`config.mk`:
```
export PLATFORM = sky130hd
export DESIGN_NAME = vgpr_wr_port_arbiter
export DESIGN_NICKNAME = d
export VERILOG_FILES = /design/src/rtl/vgpr_wr_port_arbiter.sv
export SDC_FILE = /design/constraint.sdc
export NUM_CORES = 1
export LEC_CHECK = 0
export CAP_MARGIN = 10
export CORE_ASPECT_RATIO = 0.9
export CORE_UTILIZATION = 69
export DETAILED_ROUTE_END_ITERATION = 10
export DONT_BUFFER_PORTS = 1
export PLACE_DENSITY = 0.85
export SETUP_SLACK_MARGIN = 0.15
export SLEW_MARGIN = 20
export SYNTH_ARGS = -nofsm -noshare
export SYNTH_HDL_FRONTEND = slang
export SYNTH_SLANG_ARGS = --single-unit
```
`constraint.sdc`:
```
create_clock -name clk -period 6.8 [get_ports clk]
set_input_delay 1.36 -clock clk [delete_from_list [all_inputs] [get_ports clk]]
set_output_delay 1.36 -clock clk [all_outputs]
set_load 0.05 [all_outputs]
```
`src/rtl/vgpr_wr_port_arbiter.sv`:
```
// Round-robin arbiter granting the single VGPR write port to one of 8 SIMD/SIMF requesters,
// with bounded burst ownership. Optional performance counters are enabled by VGPR_WR_ARB_PERF_EN.
module vgpr_wr_port_arbiter #(
    parameter int MAX_BEATS = 4  // legal range 1..15
) (
    input  logic        clk,
    input  logic        rst,
    input  logic [7:0]  wr_req,
    input  logic [7:0]  wr_last,
    input  logic        perf_clr,
    output logic [15:0] wr_port_select,
    output logic        arb_err,
    output logic [15:0] busy_cnt,
    output logic [15:0] conflict_cnt
);

    localparam int NUM_REQ = 8;
    localparam logic [3:0] LAST_BEAT = 4'(MAX_BEATS - 1);

    typedef enum logic {IDLE, OWNED} state_t;

    state_t              state;
    logic [2:0]          own;
    logic [2:0]          ptr;
    logic [3:0]          beat;
    logic [NUM_REQ-1:0]  sel_q;

    logic                own_req;
    logic                own_last;
    logic                at_limit;
    logic                release_now;
    logic                force_rel;
    logic                arbitrate;
    logic                any_req;
    logic [2*NUM_REQ-1:0] req_dbl;
    logic [NUM_REQ-1:0]  rot_req;
    logic [2:0]          rot_idx;
    logic [2:0]          winner;

    // Lowest set bit of a vector; the caller rotates so bit 0 is the highest-priority slot.
    function automatic logic [2:0] first_set(input logic [NUM_REQ-1:0] v);
        first_set = '0;
        for (int j = NUM_REQ - 1; j >= 0; j--) begin
            if (v[j]) first_set = 3'(j);
        end
    endfunction

    assign own_req  = wr_req[own];
    assign own_last = wr_last[own];
    assign at_limit = (beat == LAST_BEAT);

    // wr_last and abort take precedence over the beat limit, so only a true overrun flags an error.
    assign release_now = (state == OWNED) && (own_last || !own_req || at_limit);
    assign force_rel   = (state == OWNED) && own_req && !own_last && at_limit;
    assign arbitrate   = (state == IDLE) || release_now;

    assign req_dbl = {wr_req, wr_req};
    assign rot_req = req_dbl[ptr +: NUM_REQ];
    assign any_req = |wr_req;
    assign rot_idx = first_set(rot_req);
    assign winner  = ptr + rot_idx;

    always_ff @(posedge clk) begin
        if (rst) begin
            state   <= IDLE;
            own     <= '0;
            ptr     <= '0;
            beat    <= '0;
            sel_q   <= '0;
            arb_err <= 1'b0;
        end else begin
            arb_err <= force_rel;
            if (arbitrate) begin
                beat <= '0;
                if (any_req) begin
                    state <= OWNED;
                    own   <= winner;
                    ptr   <= winner + 3'd1;
                    sel_q <= NUM_REQ'(1) << winner;
                end else begin
                    state <= IDLE;
                    sel_q <= '0;
                end
            end else begin
                beat <= beat + 4'd1;
            end
        end
    end

    assign wr_port_select = {8'h00, sel_q};

`ifdef VGPR_WR_ARB_PERF_EN
    logic busy_hit;
    logic conflict_hit;

    assign busy_hit     = |sel_q;
    assign conflict_hit = |(wr_req & ~sel_q);

    always_ff @(posedge clk) begin
        if (rst || perf_clr) begin
            busy_cnt     <= '0;
            conflict_cnt <= '0;
        end else begin
            if (busy_hit && busy_cnt != 16'hFFFF)
                busy_cnt <= busy_cnt + 16'd1;
            if (conflict_hit && conflict_cnt != 16'hFFFF)
                conflict_cnt <= conflict_cnt + 16'd1;
        end
    end
`else
    logic perf_unused;

    assign perf_unused  = perf_clr;
    assign busy_cnt     = '0;
    assign conflict_cnt = '0;
`endif

endmodule

```
==> results.cfg, run 1 <==
[run_status]
status = finished, violations left
failed_checks = DRC

[worst_setup_path]
worstPathMaxFanout = 6
r2r-start = ptr[1]
cp-start-kind = input pin
cp_slowest_cell = fa_1
crit_chain = mux2_1 > mux2_2 > a211oi_1 > a21oi_1 > o31ai_1 > ha_1 > inv_1 > fa_1 > xnor2_2 > xnor2_2 > inv_2 > ha_1 > nor2b_1 > mux2i_1 > nor2_1
cp-startpoint = wr_req[3]
endpoint_kind = flip-flop
worstPathRequired_ns = 7.02
cp.arrival_ns = 4.34
worst-setup-path-type = in2reg
slowest_delay_ns = 0.40

[synthesis]
synth.avg_cell_area_um2 = 9.27
synth.mux.area_fraction_pct = 22.6
yosys.area_share.simple_pct = 12.6
synth_seq_cells = 20
yosys_most_used_dff = dfxtp_1
synthXorXnorAreaFrac_pct = 2.65
async_flop_share_pct = 0
yosysTopAreaCell = dfxtp_1
synth_adder_area_share_pct = 5.69
synth_compound_area_share_pct = 15.2
synthCells = 204
synth_warnings = 0
synthesis.area_um2 = 1890
synth_cell_types = 49
synth_top_family_by_area = multiplexers
synth_area_leaders = dfxtp_1, buf_4, mux4_1
netlist.area_leader.share_pct = 21.2
synth-edff-count = 0
ys_seq_area_share_pct = 21.2

[placement]
dpl_cell_area_um2 = 1740
gp_congestion = 0.883
io_buffers = 0
hpwl_um = 2820

[grt]
grt_pass1_vias = 1270
grt_max_degree = 21
grt_pass1_wl_um = 5810
grt_overflow = 0
grt_antenna_before_repair = 0
grt_use_total_pct = 25.7

[power_and_ir_drop]
vdd.ir_drop.worst_uv = 308
p_per_area_nw_per_um2 = 431
power_uw = 771
leakagePower_nw = 0.800

[final_layout]
syn_to_final_growth_pct = -5.43
final_cell_area_um2 = 1790
layout_commonest_cell = conb_1
nFillCells = 198
fin_util_pct = 70.6
layout_common_cells = conb_1, nor2_1, dfxtp_1
drive_gt1_share_pct = 11.1
nNetsFinal = 226
n_antenna_cell = 0

[clock_network]
tritoncts = yes
postCtsHoldBufs = 0
clock_sinks = 20
cts_buffer_depth = 2
post-cts-setup-buffers = 0
clock_latency_ns = 0.30
root_buffer = clkbuf_4
clkSlewWorstSetupHoldPaths_ns = 0.12
cts_max_level = 1
cts.repair.resized = 0
numCtsBuffers = 3

[floorplanning]
core-area_um2 = 2530
io_pins = 68
fp.dieW_um = 57.2
start_util_pct = 74.7
rows = 17
dieArea_um2 = 2950
die_height_um = 51.7

[flow_run]
cap_violations = 0

[timing]
min_period_ns = 4.13
skew_ns = 0.0163
maxSlewViolCount = 0
rsz0062_at_grt = false
fmax_mhz = 242
worst_pin_slew_ns = 0.802
slew_headroom_pct = 46.2
setup_violations = 0
finalHoldViolations = 0
finalSetupTns_ns = 0
final.period_utilization_pct = 60.7

[detailed_routing]
ant_nets = 0
via_per_inst = 6.09
drc = 8
drt_first_pass_iters = 7
drt_wl_total_um = 3630
drt-wirelength-per-cell_um = 16.0
vias = 1376
drt_iter0_drc = 48

[worst_hold_path]
min_path_type = reg2reg
hold_start = beat[0]
layout make-up:
cell class                 instances  area, um^2  area share, %
clock buffer                       3        22.5           1.26
tap                               28        35.0           1.96
multi-input combinational        163        1260           70.4
sequential                        20         400           22.4
inverter                          11        41.3           2.31
clock inverter                     1        30.0           1.68
synthesized netlist by cell type, types with 2 or more instances:
cell type / count
nor2b_1: 3
o31a_1: 2
ha_1: 7
dfxtp_1: 20
buf_4: 40
mux2_2: 2
xnor2_2: 2
nor2_1: 22
mux2i_1: 13
nand2_1: 6
o21ai_0: 3
and2_1: 2
nand3b_1: 2
nor3b_1: 2
inv_1: 6
a211oi_1: 6
mux4_2: 4
buf_2: 2
clkbuf_1: 7
xor2_1: 2
a21oi_1: 7
inv_2: 4
mux4_1: 6
a31oi_1: 3
a32o_1: 7
state kept, by name (all words and copies together) (netlist names):
name     cells
ptr          3
sel_q        8
state        1
beat         4
arb_err      1
own          3
logic make-up (layout without fill, tap and decap cells):
kind of cell / after synthesis / in the layout
flip-flops: 20 / 20
other: 1 / 40
XOR/XNOR: 4 / 4
multiplexers: 27 / 27
AND/OR/NAND/NOR: 47 / 47
adder cells (fa/ha/maj): 8 / 8
AO/OA/AOI/OAI: 37 / 37
buffers and inverters: 60 / 15
worst paths after layout:
check / cells past startpoint / slack (ns) / end
max reg2reg: 15 / 2.75 / sel_q[7]
max: 15 / 2.67 / sel_q[7]
min reg2reg: 1 / 0.54 / beat[0]
min: 1 / 0.54 / beat[0]
where the power goes:
group / internal (mW) / switching (mW) / leakage (nW)
logic: 0.188 / 0.236 / 0.609
clock network: 0.0596 / 0.0361 / 0.0279
registers: 0.149 / 0.103 / 0.164
total: 0.396 / 0.375 / 0.800
layer usage:
layer  vias to the layer above  routed length (um)  track usage [%]
met2                        65                1800             44.7
met1                       659                1550             34.0
met4                         0                  26             3.25
li1                        648                   -                -
met3                         4                 249             5.47
met5                         -                   0                0
worst max-delay path: cells and delay by family:
| kind | cells | cell delay, ns |
|---|---|---|
| fa+ha+maj | 3 | 0.80 |
| xor+xnor | 2 | 0.54 |
| simple gates | 2 | 0.18 |
| buf+inv | 2 | 0.16 |
| mux | 3 | 0.69 |
| compound gates | 3 | 0.61 |
through the flow:
stage                     cells  worst slack [ns]  hold slack (ns)
after floorplan             243              2.67            0.480
after global placement      222              2.41            0.497
after detailed placement    222              2.35            0.514
after CTS                   226              2.69            0.547
after global routing        226              2.43            0.562
final                       226              2.67            0.541
No activity file was read; power rests on OpenSTA's default activity.
==> run 2, diff against run 1 <==
--- a/config.mk
+++ b/config.mk
@@ -7,10 +7,10 @@
 export LEC_CHECK = 0
 export CAP_MARGIN = 10
 export CORE_ASPECT_RATIO = 0.9
-export CORE_UTILIZATION = 69
+export CORE_UTILIZATION = 58
 export DETAILED_ROUTE_END_ITERATION = 10
 export DONT_BUFFER_PORTS = 1
-export PLACE_DENSITY = 0.85
+export PLACE_DENSITY = 0.76
 export SETUP_SLACK_MARGIN = 0.15
 export SLEW_MARGIN = 20
 export SYNTH_ARGS = -nofsm -noshare
==> constraint.sdc (replaced) <==
create_clock -name clk -period 3.4 [get_ports clk]
set_input_delay 0.68 -clock clk [delete_from_list [all_inputs] [get_ports clk]]
set_output_delay 0.68 -clock clk [all_outputs]
set_load 0.05 [all_outputs]
==> run 2 against run 1 <==
Effect of this change:
- the run now ends clean
- utilization decreased by 8.0 points
- flip-flop and latch count unchanged
- clock power increased by 100%
- worst hold slack got worse by 0.13 ns
- highest routed layer unchanged
- setup slack got worse by 2.4 ns
==> results.cfg, run 2 (synthesized netlist as in run 1, its figures left out) <==
[final_layout]
nNetsFinal = 233
drive_gt1_share_pct = 22.9
layout_common_cells = conb_1, nor2_1, dfxtp_1
layout_commonest_cell = conb_1
final-seq-area_um2 = 407
top_regs = sel_q x8, beat x4
regMostFlops = sel_q
fin_util_pct = 62.6
nFillCells = 259
syn_to_final_growth_pct = 2.38
fin_cells = 247
final_cell_area_um2 = 1940
multi_input_area_um2 = 1330
n_antenna_cell = 0
largest_register_ffs = 8

[power_and_ir_drop]
power_mw = 1.71
leakagePower_nw = 0.843
vdd.ir_drop.worst_uv = 593
p_per_area_nw_per_um2 = 883

[worst_setup_path]
slowest_delay_ns = 0.56
crit_family = adder cells
crit_top_cell = ha_2
worstPathRequired_ns = 3.61
endpoint_kind = flip-flop
cp.arrival_ns = 3.31
cp-start-kind = flip-flop
crit_chain = mux2i_2 > mux2i_2 > nand2b_1 > a21oi_2 > a2111oi_2 > o31ai_2 > ha_2 > inv_2 > fa_2 > inv_2 > ha_2 > ha_2 > nor2b_1 > mux2i_1 > nor2_1
worst-setup-path-type = reg2reg
rrSetupSlack_ns = 0.29
path_buf_inv = 2
worstPathMaxFanout = 8
cp_slowest_cell = fa_2

[worst_hold_path]
min_path_type = in2reg

[grt]
grt_pass1_wl_um = 5400
grt_overflow = 0
grt_use_total_pct = 19.1
grt_pass1_vias = 1198
grt_max_degree = 14
grt_antenna_before_repair = 0

[floorplanning]
dieArea_um2 = 3490
io_pins = 68
rows = 19
die_height_um = 56.2
start_util_pct = 61.2
core-area_um2 = 3090
fp.dieW_um = 62.2

[timing]
setup_violations = 0
finalSetupTns_ns = 0
min_period_ns = 3.11
skew_ns = 0.0105
rsz0062_at_grt = true
final.period_utilization_pct = 91.4
hold_ws_ns = 0.412
maxSlewViolCount = 0
slew_headroom_pct = 48.6
worst_pin_slew_ns = 0.765
fmax_mhz = 322
setup_ws_ns = 0.294
finalHoldViolations = 0

[placement]
io_buffers = 0
dpl_cell_area_um2 = 1820
dp_cells = 242
gp_congestion = 0.832
hpwl_um = 2530
pre_cts_ws_ns = 0.0146

[detailed_routing]
via_per_inst = 5.76
vias = 1422
drt_wl_total_um = 3390
drt_first_pass_iters = 4
drt-wirelength-per-cell_um = 13.7
drt_iter0_drc = 46
ant_nets = 0
drc = 0

[clock_network]
cts_buffer_depth = 2
clock_latency_ns = 0.31
clkSlewWorstSetupHoldPaths_ns = 0.12
tritoncts = yes
numCtsBuffers = 3
cts_max_level = 1
clock_sinks = 20
postCtsHoldBufs = 0
root_buffer = clkbuf_4

[flow_run]
cap_violations = 0

[run_status]
status = finished clean
==> run 2: cell types whose count changed in the layout (fill, tap and decap cells not counted), sizes merged <==
| cell | delta |
|---|---|
| buf | +7 |
==> run 2: power breakdown <==
part,leakage [nW],switching (mW),internal [mW]
sequential,0.165,0.180,0.302
combinational,0.651,0.538,0.493
clock,0.0279,0.0750,0.119
==> run 2: path summary, 6_finish.rpt <==
check	endpoint	start	cells after the start
max reg2reg	sel_q[7]	ptr[1]	15
min reg2reg	own[2]	own[2]	2
min	ptr[0]	rst	1
max	sel_q[7]	ptr[1]	15
==> run 2: worst reg2reg max path: cells and delay by family, from the launching register on <==
kind	cells	cell delay (ns)
fa+ha+maj	4	1.11
compound gates	3	0.49
mux	3	0.52
flops	1	0.44
buf+inv	2	0.08
simple gates	3	0.35
==> run 2: routing by layer <==
layer | part of all wire, % | routed length, um | vias up | GRT usage [%]
li1 | - | - | 658 | -
met1 | 43 | 1460 | 688 | 24.1
met2 | 49 | 1670 | 70 | 34.4
met3 | 6.5 | 222 | 6 | 3.48
met4 | 1.2 | 40 | 0 | 3.65
met5 | 0 | 0 | - | 0
==> run 2: final cells by class <==
type / instances / share of cell area, %
Clock inverter: 1 / 1.55
Inverter: 11 / 2.26
Sequential cell: 20 / 21.0
Clock buffer: 3 / 1.16
Tap cell: 42 / 2.71
Multi-Input combinational cell: 163 / 68.6
Timing Repair Buffer: 7 / 2.71
==> run 2: repair_timing <==
action	in CTS	in global routing
pin swaps	0	1
setup endpoints to repair	2	9
setup buffers	0	1
gates resized for setup	1	14
